## config.mk

```make
export PLATFORM = sky130hd
export DESIGN_NAME = hacd_cfg_regs
export DESIGN_NICKNAME = d
export VERILOG_FILES = /design/src/rtl/hacd_pkg.sv /design/src/rtl/hacd_sat_cnt.sv /design/src/rtl/hacd_cfg_regs.sv
export SDC_FILE = /design/constraint.sdc
export NUM_CORES = 1
export LEC_CHECK = 0
export CAP_MARGIN = 0
export CORE_MARGIN = 2
export CORE_UTILIZATION = 58
export DETAILED_ROUTE_END_ITERATION = 16
export DONT_BUFFER_PORTS = 1
export PLACE_DENSITY_LB_ADDON = 0.25
export SYNTH_ARGS = -nofsm -noshare
export SYNTH_HDL_FRONTEND = slang
export SYNTH_HIERARCHICAL = 1
export SYNTH_SLANG_ARGS = --single-unit
```

## constraint.sdc

```tcl
create_clock -name cfg_clk_i -period 2.7 [get_ports cfg_clk_i]
set_clock_uncertainty 0.1 [all_clocks]
set_input_delay 0.675 -clock cfg_clk_i [delete_from_list [all_inputs] [get_ports cfg_clk_i]]
set_output_delay 0.675 -clock cfg_clk_i [all_outputs]
set_load 0.01 [all_outputs]
```

## src/rtl/hacd_pkg.sv

```systemverilog
// rtl/hacd_pkg.sv - shared types, register map and helpers for the HACD config block
//
// Purpose: register-bus request/response structs, register byte offsets, field
//          bit positions, parameter defaults and the byte-strobe merge helper.
// Ports:   none (package).

package hacd_pkg;

    typedef struct packed {
        logic        valid;
        logic        write;
        logic [31:0] addr;
        logic [31:0] wdata;
        logic [3:0]  wstrb;
    } reg_intf_req_a32_d32;

    typedef struct packed {
        logic        ready;
        logic [31:0] rdata;
    } reg_intf_resp_d32;

    localparam int unsigned BusyCyclesDefault = 4;
    localparam logic [31:0] HacdIdDefault     = 32'h4841_4344;

    // Register byte offsets; only addr[7:2] is decoded, addr[31:8] must be zero.
    localparam logic [7:0] OffCtrl      = 8'h00;
    localparam logic [7:0] OffStatus    = 8'h04;
    localparam logic [7:0] OffIntStatus = 8'h08;
    localparam logic [7:0] OffIntEnable = 8'h0C;
    localparam logic [7:0] OffLowWmark  = 8'h10;
    localparam logic [7:0] OffHighWmark = 8'h14;
    localparam logic [7:0] OffFreePages = 8'h18;
    localparam logic [7:0] OffInflCnt   = 8'h1C;
    localparam logic [7:0] OffDeflCnt   = 8'h20;
    localparam logic [7:0] OffScratch   = 8'h24;
    localparam logic [7:0] OffId        = 8'h28;

    // Field bit positions
    localparam int CtrlEnableBit  = 0;
    localparam int CtrlSoftRstBit = 1;
    localparam int CtrlModeLsb    = 2;
    localparam int StatusBusyBit  = 0;
    localparam int StatusOomBit   = 1;
    localparam int IntInflBit     = 0;
    localparam int IntDeflBit     = 1;
    localparam int IntOomBit      = 2;

    // Merge new_val into old_val one byte at a time under the write strobes.
    function automatic logic [31:0] apply_wstrb(input logic [31:0] old_val,
                                                input logic [31:0] new_val,
                                                input logic [3:0]  strb);
        logic [31:0] res;
        res = old_val;
        for (int b = 0; b < 4; b++) begin
            if (strb[b]) res[b*8 +: 8] = new_val[b*8 +: 8];
        end
        return res;
    endfunction

endpackage

```

## src/rtl/hacd_sat_cnt.sv

```systemverilog
// rtl/hacd_sat_cnt.sv - 32-bit saturating event counter with clear
//
// Purpose: counts single-cycle events, sticking at all-ones; a clear that
//          coincides with an event leaves the count at 1.
// Ports:   clk_i, rst_ni (async active-low), inc_i event, clr_i clear,
//          cnt_o current count.

module hacd_sat_cnt (
    input  logic        clk_i,
    input  logic        rst_ni,
    input  logic        inc_i,
    input  logic        clr_i,
    output logic [31:0] cnt_o
);

    logic [31:0] cnt_q, cnt_d;

    always_comb begin
        cnt_d = cnt_q;
        if (clr_i) begin
            cnt_d = {31'b0, inc_i};
        end else if (inc_i && (cnt_q != 32'hFFFF_FFFF)) begin
            cnt_d = cnt_q + 32'd1;
        end
    end

    always_ff @(posedge clk_i or negedge rst_ni) begin
        if (!rst_ni) cnt_q <= '0;
        else         cnt_q <= cnt_d;
    end

    assign cnt_o = cnt_q;

endmodule

```

## src/rtl/hacd_cfg_regs.sv

```systemverilog
// rtl/hacd_cfg_regs.sv - HACD configuration/status register block
//
// Purpose: register file for the HACD core: control, status, interrupts,
//          watermarks, event counters, scratch and ID, with a soft-reset
//          busy window during which requests are stalled.
// Ports:   cfg_clk_i / cfg_rst_ni  clock and async active-low reset
//          req_i / resp_o          register request and response
//          free_pages_i            free-page count from the core
//          infl/defl/oom_evt_i     single-cycle event pulses
//          enable_o, mode_o        CTRL fields
//          soft_rst_o              one-cycle soft-reset pulse
//          infl_req_o, defl_req_o  registered watermark requests
//          infl/defl_interrupt     registered level interrupts

module hacd_cfg_regs
    import hacd_pkg::*;
#(
    parameter logic [31:0] HacdId     = HacdIdDefault,
    parameter int unsigned BusyCycles = BusyCyclesDefault
) (
    input  logic                cfg_clk_i,
    input  logic                cfg_rst_ni,
    input  reg_intf_req_a32_d32 req_i,
    output reg_intf_resp_d32    resp_o,
    input  logic [31:0]         free_pages_i,
    input  logic                infl_evt_i,
    input  logic                defl_evt_i,
    input  logic                oom_evt_i,
    output logic                enable_o,
    output logic [1:0]          mode_o,
    output logic                soft_rst_o,
    output logic                infl_req_o,
    output logic                defl_req_o,
    output logic                infl_interrupt,
    output logic                defl_interrupt
);

    localparam int unsigned BusyW = (BusyCycles > 1) ? $clog2(BusyCycles + 1) : 1;

    logic             enable_q, enable_d;
    logic [1:0]       mode_q, mode_d;
    logic             soft_rst_q, soft_rst_d;
    logic [BusyW-1:0] busy_cnt_q, busy_cnt_d;
    logic             oom_seen_q, oom_seen_d;
    logic [2:0]       int_status_q, int_status_d;
    logic [2:0]       int_enable_q, int_enable_d;
    logic [31:0]      low_wmark_q, low_wmark_d;
    logic [31:0]      high_wmark_q, high_wmark_d;
    logic [31:0]      scratch_q, scratch_d;
    logic             infl_req_q, infl_req_d;
    logic             defl_req_q, defl_req_d;
    logic             infl_irq_q, infl_irq_d;
    logic             defl_irq_q, defl_irq_d;
    // Low for the first cycle after reset release so an event landing on the
    // deassertion edge is discarded.
    logic             armed_q, armed_d;

    logic        busy, hit, wr_en;
    logic [7:0]  off;
    logic        infl_evt, defl_evt, oom_evt;
    logic [31:0] infl_cnt, defl_cnt;
    logic [31:0] rdata;
    logic        unused_addr_lsbs;

    assign busy  = (busy_cnt_q != '0);
    assign hit   = (req_i.addr[31:8] == 24'h0);
    assign off   = {req_i.addr[7:2], 2'b00};
    assign wr_en = req_i.valid && req_i.write && !busy && hit;
    assign unused_addr_lsbs = ^req_i.addr[1:0];

    assign infl_evt = infl_evt_i && armed_q;
    assign defl_evt = defl_evt_i && armed_q;
    assign oom_evt  = oom_evt_i  && armed_q;

    always_comb begin
        enable_d     = enable_q;
        mode_d       = mode_q;
        soft_rst_d   = 1'b0;
        busy_cnt_d   = busy ? busy_cnt_q - 1'b1 : busy_cnt_q;
        oom_seen_d   = oom_seen_q | oom_evt;
        int_status_d = int_status_q;
        int_enable_d = int_enable_q;
        low_wmark_d  = low_wmark_q;
        high_wmark_d = high_wmark_q;
        scratch_d    = scratch_q;
        armed_d      = 1'b1;

        if (wr_en && (off == OffCtrl) && req_i.wstrb[0]) begin
            enable_d = req_i.wdata[CtrlEnableBit];
            mode_d   = req_i.wdata[CtrlModeLsb +: 2];
            if (req_i.wdata[CtrlSoftRstBit]) begin
                soft_rst_d = 1'b1;
                busy_cnt_d = BusyW'(BusyCycles);
            end
        end

        // Clear first, then OR in new events so a coincident set wins.
        if (wr_en && (off == OffIntStatus) && req_i.wstrb[0]) begin
            int_status_d = int_status_d & ~req_i.wdata[2:0];
        end
        int_status_d[IntInflBit] = int_status_d[IntInflBit] | infl_evt;
        int_status_d[IntDeflBit] = int_status_d[IntDeflBit] | defl_evt;
        int_status_d[IntOomBit]  = int_status_d[IntOomBit]  | oom_evt;

        if (wr_en && (off == OffIntEnable) && req_i.wstrb[0]) begin
            int_enable_d = req_i.wdata[2:0];
        end
        if (wr_en && (off == OffLowWmark)) begin
            low_wmark_d = apply_wstrb(low_wmark_q, req_i.wdata, req_i.wstrb);
        end
        if (wr_en && (off == OffHighWmark)) begin
            high_wmark_d = apply_wstrb(high_wmark_q, req_i.wdata, req_i.wstrb);
        end
        if (wr_en && (off == OffScratch)) begin
            scratch_d = apply_wstrb(scratch_q, req_i.wdata, req_i.wstrb);
        end

        infl_req_d = enable_q && (free_pages_i < low_wmark_q);
        defl_req_d = enable_q && (free_pages_i > high_wmark_q);
        infl_irq_d = int_status_q[IntInflBit] & int_enable_q[IntInflBit];
        defl_irq_d = |(int_status_q[IntOomBit:IntDeflBit] & int_enable_q[IntOomBit:IntDeflBit]);
    end

    always_ff @(posedge cfg_clk_i or negedge cfg_rst_ni) begin
        if (!cfg_rst_ni) begin
            enable_q     <= 1'b0;
            mode_q       <= 2'b00;
            soft_rst_q   <= 1'b0;
            busy_cnt_q   <= '0;
            oom_seen_q   <= 1'b0;
            int_status_q <= '0;
            int_enable_q <= '0;
            low_wmark_q  <= '0;
            high_wmark_q <= '0;
            scratch_q    <= '0;
            infl_req_q   <= 1'b0;
            defl_req_q   <= 1'b0;
            infl_irq_q   <= 1'b0;
            defl_irq_q   <= 1'b0;
            armed_q      <= 1'b0;
        end else begin
            enable_q     <= enable_d;
            mode_q       <= mode_d;
            soft_rst_q   <= soft_rst_d;
            busy_cnt_q   <= busy_cnt_d;
            oom_seen_q   <= oom_seen_d;
            int_status_q <= int_status_d;
            int_enable_q <= int_enable_d;
            low_wmark_q  <= low_wmark_d;
            high_wmark_q <= high_wmark_d;
            scratch_q    <= scratch_d;
            infl_req_q   <= infl_req_d;
            defl_req_q   <= defl_req_d;
            infl_irq_q   <= infl_irq_d;
            defl_irq_q   <= defl_irq_d;
            armed_q      <= armed_d;
        end
    end

    // Any accepted write to a counter offset clears it, regardless of strobes.
    hacd_sat_cnt u_infl_cnt (
        .clk_i  (cfg_clk_i),
        .rst_ni (cfg_rst_ni),
        .inc_i  (infl_evt),
        .clr_i  (wr_en && (off == OffInflCnt)),
        .cnt_o  (infl_cnt)
    );

    hacd_sat_cnt u_defl_cnt (
        .clk_i  (cfg_clk_i),
        .rst_ni (cfg_rst_ni),
        .inc_i  (defl_evt),
        .clr_i  (wr_en && (off == OffDeflCnt)),
        .cnt_o  (defl_cnt)
    );

    always_comb begin
        rdata = '0;
        if (req_i.valid && hit) begin
            case (off)
                OffCtrl:      rdata = {28'h0, mode_q, 1'b0, enable_q};
                OffStatus:    rdata = {30'h0, oom_seen_q, busy};
                OffIntStatus: rdata = {29'h0, int_status_q};
                OffIntEnable: rdata = {29'h0, int_enable_q};
                OffLowWmark:  rdata = low_wmark_q;
                OffHighWmark: rdata = high_wmark_q;
                OffFreePages: rdata = free_pages_i;
                OffInflCnt:   rdata = infl_cnt;
                OffDeflCnt:   rdata = defl_cnt;
                OffScratch:   rdata = scratch_q;
                OffId:        rdata = HacdId;
                default:      rdata = '0;
            endcase
        end
    end

    assign resp_o.ready   = !busy;
    assign resp_o.rdata   = rdata;
    assign enable_o       = enable_q;
    assign mode_o         = mode_q;
    assign soft_rst_o     = soft_rst_q;
    assign infl_req_o     = infl_req_q;
    assign defl_req_o     = defl_req_q;
    assign infl_interrupt = infl_irq_q;
    assign defl_interrupt = defl_irq_q;

endmodule

```

==> impl_metrics.py, run 1 <==
metrics = {
    "status": {
        "outcome": "complete, but fails checks",
        "violations": "negative hold slack",
    },
    "synthesis": {
        "synth-simple-area-share_pct": 17.08,
        "netlist_top_cells_area": "dfrtp_1 (40%), mux2_2 (10%), ha_1 (7.4%)",
        "async_reset_ff_share_pct": 100.0,
        "synth_area_per_cell_um2": 10.26,
        "yosys_warnings": 6,
        "synth_top_area_share_pct": 39.75,
        "synth_area_um2": 11270,
        "synth-adder-area-share_pct": 7.439,
        "synth-main-ff-cell": "dfrtp_1",
        "synth.distinct_cells": 65,
        "synth-edff-count": 0,
        "yosys.area_share.xor_xnor_pct": 1.399,
        "yosysSeqAreaShare_pct": 39.75,
        "synth_top_family_by_area": "simple AND/OR/NAND/NOR gates",
        "synthesis.nets": 1272,
        "synth_compound_area_share_pct": 12.98,
        "synthMuxAreaShare_pct": 16.50,
        "ys_seq_elements": 179,
        "yosys.area.top_type": "dfrtp_1",
        "postSynthCellCount": 1098,
    },
    "sta": {
        "fin_crit_ps": 2660,
        "maxSlewHeadroom_pct": 48.63,
        "final.setup.tns_ps": 0,
        "setup_viol": 0,
        "hold_viol_final": 179,
        "rsz0062_at_grt": "true",
        "fin_hold_ws_ps": -156.3,
        "maxSlewViolCount": 0,
        "setup_ws_ps": 39.75,
        "tightest_slew_ps": 751.2,
        "clock.fmax_ghz": 0.3759,
        "period_share_pct": 98.53,
    },
    "floorplan": {
        "num_io_pins": 148,
        "row_count": 50,
        "die-area_um2": 20560,
        "die_y_um": 143.4,
        "start_util_pct": 59.65,
        "die_w_um": 143.4,
        "core_um2": 18890,
    },
    "placement": {
        "gp_congestion": 0.8783,
        "placed_area_um2": 12130,
        "dp_hpwl_mm": 23.37,
        "preCtsSetupSlack_ps": -110.5,
        "io_buffers": 0,
    },
    "route": {
        "met1_length_mm": 13.13,
        "drt_wl_total_mm": 32.28,
        "top_layer_used": "met4",
        "drtPass1Iterations": 6,
        "ant_nets": 0,
        "wl_met2_mm": 15.60,
        "route.vias.total": 9393,
        "wl_per_cell_um": 22.81,
        "dr_wl_met3_mm": 2.663,
        "vias_per_cell": 6.638,
        "first_iter_violations": 1000,
        "drc": 0,
    },
    "final_layout": {
        "stdcell_area_um2": 13030,
        "drive_gt1_share_pct": 27.88,
        "fin_nets": 1318,
        "final_cell_mix": "dfrtp_1 (179), mux2_2 (102), nand2_1 (79)",
        "mostFrequentLayoutCell": "dfrtp_1",
        "diodes": 0,
        "syn2layout_area_growth_pct": 15.62,
    },
    "global_route": {
        "grt_pass1_wl_mm": 49.81,
        "antenna_found_initial": 0,
        "grt_max_degree": 180,
        "grt-ovfl-total": 0,
        "grt_use_total_pct": 31.64,
        "grt_pass1_vias": 9069,
    },
    "clocking": {
        "h-tree-depth": 4,
        "clk_pin_slew_ps": 60,
        "insertion_delay_ps": 430,
        "cts_made_buffers": 17,
        "cts_root_buffer": "clkbuf_16",
        "cts.sinks": 179,
        "cts_tree": "done",
        "ctsLongestPathBuffers": 2,
    },
    "setup_path": {
        "worstSetupPathType": "reg -> out",
        "cp-end-kind": "output port",
        "startpoint_type": "flip-flop",
        "path_max_fanout": 2,
        "arrival_ps": 1890,
        "cp.required_ps": 1920,
    },
    "worst_hold_path": {
        "worstHoldPathType": "in -> async",
    },
    "power": {
        "power_density_nw_per_um2": 474.8,
        "max-vdd-ir-drop_uv": 433.9,
        "leakage_nw": 5.444,
    },
    "run": {
        "maxCapViolCount": 0,
    },
}
==> final cells by class <==
| type | count | area [µm²] |
|---|---|---|
| clock buffer | 21 | 470.5 |
| timing repair buffer | 78 | 721.9 |
| clock inverter | 9 | 201.4 |
| tap | 260 | 325.3 |
| multi-input combinational | 788 | 6531 |
| fill | 1399 | 5863 |
| sequential | 179 | 4479 |
| inverter | 80 | 300.3 |
==> per-stage QoR <==
stage          instances  total power, mW  utilization [%]
2_1_floorplan       1098            3.185                -
6_report            1415            6.186            68.97
3_3_place_gp        1376            3.306            64.18
3_5_place_dp        1376            3.322            64.18
5_1_grt             1415            6.377            68.97
4_1_cts             1407            6.179            68.23
==> path summary, 6_finish.rpt <==
kind | slack [ps] | to | depth (start not counted) | startpoint
worst min register to register | 390 | oom_seen_q | 1 | oom_seen_q
min in group cfg_clk_i | 270 | oom_seen_q | 1 | oom_evt_i
worst max register to register | 200 | u_defl_cnt/cnt_o[28] | 5 | u_defl_cnt/cnt_o[16]
worst min-delay path | -160 | soft_rst_o | 0 | cfg_rst_ni
max in group asynchronous | 2340 | scratch_q[25] | 0 | cfg_rst_ni
worst max-delay path | 40 | resp_o[0] | 7 | busy_cnt_q[1]
==> state kept, by name, indices dropped and copies added (netlist names) <==
signal            flops
armed_q               1
busy_cnt_q            3
defl_interrupt        1
defl_req_o            1
enable_o              1
high_wmark_q         32
infl_interrupt        1
infl_req_o            1
int_enable_q          3
int_status_q          3
low_wmark_q          32
mode_o                2
oom_seen_q            1
scratch_q            32
soft_rst_o            1
u_defl_cnt/cnt_o     32
u_infl_cnt/cnt_o     32
==> worst max-delay path: stages, from the launching register on <==
cell and delay [ps]:
dfrtp_1 380, inv_2 80, ha_4 130, nor2b_4 160
inv_2 40, mux4_2 460, nand2_2 110, a31oi_4 100
==> layer usage <==
layer  track usage (%)  vias to the layer above
met1             43.29                     4673
met5                 0                        -
met3             6.831                       71
met4             10.27                        0
met2             50.55                      459
li1                  -                     4190
==> repair_timing <==
item | 4_1_cts | 5_1_grt
pin swaps | 9 | 10
setup buffers | 1 | 8
setup endpoints to repair | 30 | 32
endpoints found under the hold margin | 179 | 179
resized for setup | 19 | 15
==> power breakdown <==
group / total, mW / switching [mW] / internal [mW]
clock network: 2.86 / 1.06 / 1.80
logic: 0.497 / 0.255 / 0.242
registers: 2.83 / 0.0891 / 2.74
total: 6.19 / 1.40 / 4.79
==> synth_stat cells (4+ instances only) <==
library cell  instances
dfrtp_1             179
mux2_2              102
a21oi_1              87
inv_1                80
nand2_1              80
ha_1                 67
nor2_1               61
o21ai_0              43
nand3_1              34
mux4_2               28
nand4_1              28
clkbuf_1             27
a22oi_1              25
or3_1                23
buf_2                18
nor4_1               18
o31ai_1              17
or4_1                16
xnor2_1              15
and2_1               12
nor3_1               10
a21o_1                9
nand4_4               9
a211oi_1              8
and3_1                8
and4_1                8
mux2i_1               8
nor2b_1               7
a222oi_1              6
a22o_1                6
o2bb2ai_1             5
nand3_2               4
o211ai_1              4
==> cells by family (layout without fill, tap and decap cells) <==
group	after synthesis	after routing
simple gates	333	333
other cells	1	1
mux	138	138
compound gates	231	231
xor+xnor	18	18
flops	179	179
fa+ha+maj	67	67
buf+inv	131	188
(Power assumes the default switching activity.)
==> run 2, diff against run 1 <==
Settings changed: CORE_ASPECT_RATIO set to 2, HOLD_SLACK_MARGIN set to 0.02.
Clock period 2.7 ns to 2.8 ns, I/O delays scaled along.
==> run 2 against run 1 <==
  * The flow still finishes with violations (negative hold slack)
  * Critical path type is now in -> out
  * Via count is 0.72% lower
  * Flip-flop and latch count is the same
  * Combinational power down 22%
  * Largest cell class unchanged
  * Non-clock buffer count fell by 15
  * Critical endpoint is now resp_o[9]
==> impl_metrics.py, run 2 (synthesized netlist as in run 1, its figures left out) <==
metrics = {
    "setup_path": {
        "critical_path.cell_chain": "nor4_1, nand3_1, nor2_2, nand3_4, buf_12, nor2_2, buf_4",
        "cp_common_cell": "nor2_2",
        "cp_slowest_cell": "nor4_1",
        "r2r-end": "u_defl_cnt/cnt_o[30]",
        "cp_top_family": "simple AND/OR/NAND/NOR gates",
        "r2r_cells": 6,
        "startpoint_type": "input pin",
        "cpPeakStageDelay_ps": 260,
        "critPathBufInv": 2,
        "cp-end-kind": "output port",
        "crit_start": "req_i[54]",
        "ff2ff_setup_slack_ps": 200,
        "path_max_fanout": 8,
        "r2r-start": "u_defl_cnt/cnt_o[1]",
        "worstSetupPathType": "in -> out",
        "cp.required_ps": 2000,
        "arrival_ps": 1980,
    },
    "final_layout": {
        "multi_input_area_um2": 6471,
        "syn2layout_area_growth_pct": 13.23,
        "mostFrequentLayoutCell": "dfrtp_1",
        "final_cell_mix": "dfrtp_1 (178), mux2_2 (102), nand2_1 (79)",
        "fin_nets": 1303,
        "nFillCells": 1479,
        "fin_cells": 1403,
        "drive_gt1_share_pct": 26.27,
        "register_area_um2": 4481,
    },
    "sta": {
        "clock.fmax_ghz": 0.3598,
        "maxSlewHeadroom_pct": 60.91,
        "fin_crit_ps": 2779,
        "hold_viol_final": 179,
        "tightest_slew_ps": 581.0,
        "rsz0062_at_grt": "true",
        "maxSlewViolCount": 0,
        "period_share_pct": 99.25,
        "setup_viol": 0,
        "fin_hold_ws_ps": -160.5,
    },
    "clocking": {
        "insertion_delay_ps": 450,
        "cts.sinks": 179,
        "cts_root_buffer": "clkbuf_16",
        "ctsLongestPathBuffers": 2,
        "cts_tree": "done",
        "clk_pin_slew_ps": 70,
        "h-tree-depth": 4,
        "cts_made_buffers": 17,
    },
    "power": {
        "switching_power_mw": 1.423,
        "leakage_nw": 5.304,
        "seqPwrFrac_pct": 49.9,
        "power.internal_mw": 4.119,
        "swShare_pct": 25.67,
        "max-vdd-ir-drop_uv": 380.1,
        "power_density_nw_per_um2": 434.3,
        "combPwrFrac_pct": 7.0,
        "p_total_mw": 5.542,
        "p_clk_share_pct": 43.1,
    },
    "global_route": {
        "grt-ovfl-total": 0,
        "grt_use_total_pct": 33.27,
        "antenna_found_initial": 2,
        "grt_pass1_vias": 9614,
        "grt_max_degree": 180,
        "grt_pass1_wl_mm": 51.69,
    },
    "worst_hold_path": {
        "worstHoldPathType": "in -> async",
    },
    "route": {
        "ant_nets": 0,
        "vias_per_cell": 6.646,
        "first_iter_violations": 504,
        "drt_wl_total_mm": 33.62,
        "wl_per_cell_um": 23.96,
        "route.vias.total": 9325,
        "drtPass1Iterations": 5,
        "drc": 0,
    },
    "floorplan": {
        "row_count": 72,
        "die-area_um2": 20630,
        "die_y_um": 201.1,
        "start_util_pct": 58.73,
        "num_io_pins": 148,
        "die_w_um": 102.6,
        "core_um2": 19190,
    },
    "placement": {
        "io_buffers": 0,
        "gp_congestion": 0.9407,
        "dp_hpwl_mm": 24.67,
        "dp.cells": 1366,
    },
    "status": {
        "violations": "negative hold slack",
        "outcome": "complete, but fails checks",
    },
    "run": {
        "maxCapViolCount": 0,
    },
}
[run 2: cell count changes in the layout (fill, tap and decap cells not counted), moves of 3 or more]
cell | before | now
a22oi_1 | 10 | 21
a22oi_2 | 15 | 4
buf_12 | 10 | 7
buf_4 | 65 | 52
bufinv_16 | 6 | 1
clkinvlp_4 | 1 | 6
inv_6 | 0 | 3
[run 2: what timing repair did]
action	4_1_cts	5_1_grt
cloned	0	2
buffers inserted	0	1
setup endpoints to repair	2	18
resized for setup	3	24
endpoints found under the hold margin	179	179
pin swaps	0	6
[run 2: power by group through the flow]
stage | combinational, mW | sequential, mW | clock [mW]
floorplan | 0.299 | 2.77 | 0
global placement | 0.357 | 2.80 | 0
detailed placement | 0.376 | 2.81 | 0
CTS | 0.380 | 2.76 | 2.40
global route | 0.435 | 2.77 | 2.50
finish | 0.390 | 2.77 | 2.39
[run 2: worst max-delay path by stage]
stage            endpoint  slack, ps  depth (start not counted)
2_1_floorplan  resp_o[16]        -40                          5
3_3_place_gp   resp_o[18]         50                          6
4_1_cts        resp_o[15]          8                          3
3_5_place_dp   resp_o[18]         20                          6
5_1_grt         resp_o[2]        -50                          7
6_report        resp_o[9]         20                          7
[run 2: per-layer routing]
layer	vias to the layer above	part of all wire, %	track usage, %
met3	114	6.8	6.947
met5	-	0	0
met1	4643	34	37.99
li1	4153	-	-
met2	415	53	55.39
met4	0	6.5	20.71
[run 2: cell type report]
cell class                      instances  area share [%]
Sequential cell                       179           35.11
Timing Repair Buffer                   63           4.726
Inverter                               80           2.353
Clock buffer                           19           3.549
Tap cell                              259           2.539
Multi-Input combinational cell        788           50.71
Clock inverter                         13          0.9707
Antenna cell                            2         0.03922
[run 2: per-stage QoR]
stage          setup WS [ps]  TNS (ps)  instance area [µm²]  utilization [%]  hold WS [ps]
6_report               20.93         0                12760            66.50        -160.5
4_1_cts                8.316         0                12590            65.62        -166.7
2_1_floorplan         -43.16    -359.7                11400                -         304.4
3_5_place_dp           22.94         0                12010            62.57         309.9
3_3_place_gp           46.87         0                12010            62.57         309.9
5_1_grt               -54.21    -738.1                12760            66.50        -172.8
==> run 3, diff against run 2 <==
Settings changed: PLACE_DENSITY set to 0.74, PLACE_DENSITY_LB_ADDON 0.25 to unset, REMOVE_ABC_BUFFERS set to 1.
==> run 3 against run 2 <==
  * The flow finishes with violations (negative hold slack, negative setup slack)
  * First-iteration DRC count is 26% higher
  * Non-clock buffer count increased by 24
  * Flip-flop and latch count did not move
  * Clock power grew 11%
  * Critical endpoint is now resp_o[13]
  * Largest power group unchanged
==> impl_metrics.py, run 3 (synthesized netlist as in run 1, its figures left out) <==
metrics = {
    "status": {
        "outcome": "complete, but fails checks",
        "violations": "negative hold slack, negative setup slack",
    },
    "setup_path": {
        "startpoint_type": "flip-flop",
        "cp_slowest_cell": "mux4_2",
        "worstSetupPathType": "reg -> out",
        "path_max_fanout": 5,
        "critical_path.cell_chain": "mux4_2, a22oi_1, a21oi_1, buf_4",
        "cp-end-kind": "output port",
        "cpPeakStageDelay_ps": 480,
        "cp.required_ps": 2000,
        "arrival_ps": 2010,
    },
    "power": {
        "leakage_nw": 5.479,
        "p_total_mw": 5.789,
        "max-vdd-ir-drop_uv": 440.7,
        "power_density_nw_per_um2": 446.4,
    },
    "final_layout": {
        "syn2layout_area_growth_pct": 15.09,
        "diodes": 0,
        "drive_gt1_share_pct": 26.42,
        "stdcell_area_um2": 12970,
        "final_cell_mix": "dfrtp_1 (179), mux2_2 (102), a21oi_1 (82)",
        "fin_nets": 1327,
        "mostFrequentLayoutCell": "dfrtp_1",
        "register_area_um2": 4479,
        "nFillCells": 1511,
        "multi_input_area_um2": 6419,
        "fin_cells": 1425,
    },
    "sta": {
        "maxSlewViolCount": 0,
        "hold_viol_final": 179,
        "fin_hold_ws_ps": -139.6,
        "maxSlewHeadroom_pct": 61.29,
        "setup_viol": 1,
        "rsz0062_at_grt": "true",
        "fin_crit_ps": 2814,
        "clock.fmax_ghz": 0.3553,
        "tightest_slew_ps": 575.3,
        "period_share_pct": 100.5,
        "setup_ws_ps": -14.32,
    },
    "global_route": {
        "grt-ovfl-total": 0,
        "grt_max_degree": 180,
        "antenna_found_initial": 0,
        "grt_pass1_vias": 9461,
        "grt_pass1_wl_mm": 50.60,
        "grt_use_total_pct": 32.55,
    },
    "placement": {
        "dp.cells": 1388,
        "io_buffers": 0,
        "preCtsSetupSlack_ps": -154.0,
        "placed_area_um2": 12080,
        "dp_hpwl_mm": 24.10,
        "gp_congestion": 0.9218,
    },
    "route": {
        "wl_per_cell_um": 22.86,
        "vias_per_cell": 6.576,
        "first_iter_violations": 633,
        "drtPass1Iterations": 7,
        "route.vias.total": 9371,
        "drt_wl_total_mm": 32.58,
        "ant_nets": 0,
        "drc": 0,
    },
    "clocking": {
        "clk_pin_slew_ps": 60,
        "insertion_delay_ps": 440,
        "ctsLongestPathBuffers": 2,
        "cts_root_buffer": "clkbuf_16",
        "cts.sinks": 179,
        "cts_tree": "done",
        "cts_made_buffers": 17,
        "h-tree-depth": 4,
    },
    "floorplan": {
        "start_util_pct": 58.73,
        "die-area_um2": 20630,
        "row_count": 72,
        "die_y_um": 201.1,
        "num_io_pins": 148,
        "die_w_um": 102.6,
        "core_um2": 19190,
    },
    "run": {
        "maxCapViolCount": 0,
    },
    "worst_hold_path": {
        "worstHoldPathType": "in -> async",
    },
}
==> run 3: cell types whose count changed in the layout (fill, tap and decap cells not counted), moves of 3 or more <==
| cell | previous run | this run |
|---|---|---|
| a22oi_2 | 4 | 7 |
| inv_6 | 3 | 0 |
| a21oi_1 | 66 | 82 |
| clkbuf_1 | 0 | 3 |
| a21oi_2 | 20 | 5 |
| buf_4 | 52 | 74 |
| clkinvlp_4 | 6 | 2 |
| nor4_2 | 0 | 4 |
| bufinv_16 | 1 | 5 |
| a22oi_1 | 21 | 18 |
==> run 3: layout make-up <==
type | count | area share, %
Clock buffer | 23 | 3.685
Clock inverter | 9 | 1.351
Inverter | 80 | 2.315
Multi-Input combinational cell | 788 | 49.49
Sequential cell | 179 | 34.54
Tap cell | 259 | 2.499
Timing Repair Buffer | 87 | 6.126
==> run 3: timing repair <==
action                                  4_1_cts  5_1_grt
hold endpoints to repair                    179      179
endpoints found under the setup margin       23       35
cloned                                        1        1
pin swaps                                     5       12
setup buffers                                 3        1
gates resized for setup                      22       20
==> run 3: layer usage <==
metal  track usage, %  vias to the layer above  wire (µm)
li1                 -                     4205          -
met1            37.48                     4604      11300
met2            54.62                      439      16980
met3            6.252                      123       2296
met4            19.52                        0       2009
met5                0                        -          0
==> run 3: worst max-delay path: cells and delay by family, from the launching register on <==
kind                   cells  cell delay, ps
AOI/OAI and AO/OA          2             520
buffers and inverters      1             160
DFF                        1             420
muxes                      1             480
==> run 3: where the power goes <==
| part | leakage, nW | internal (mW) | switching, mW |
|---|---|---|---|
| Combinational | 2.72 | 0.193 | 0.187 |
| Clock | 0.313 | 1.65 | 0.998 |
| Sequential | 2.44 | 2.65 | 0.114 |
| Total | 5.48 | 4.49 | 1.30 |
==> run 3: metrics by stage <==
step                      setup TNS [ps]  util (%)
after global placement            -394.6     62.95
after floorplan                  -306440         -
after global routing              -233.1     67.59
after detailed placement          -990.7     62.95
after CTS                         -3.724     67.07
final                             -14.32     67.59
==> run 3: worst paths after layout <==
kind	slack (ps)	cells after the start	start	to
setup reg to reg	140	7	armed_q	u_infl_cnt/cnt_o[25]
max in group asynchronous	2330	0	cfg_rst_ni	u_infl_cnt/cnt_o[30]
min in group cfg_clk_i	280	1	oom_evt_i	oom_seen_q
setup / recovery	-10	4	u_infl_cnt/cnt_o[13]	resp_o[13]
hold / removal	-140	0	cfg_rst_ni	low_wmark_q[4]
hold reg to reg	390	1	oom_seen_q	oom_seen_q
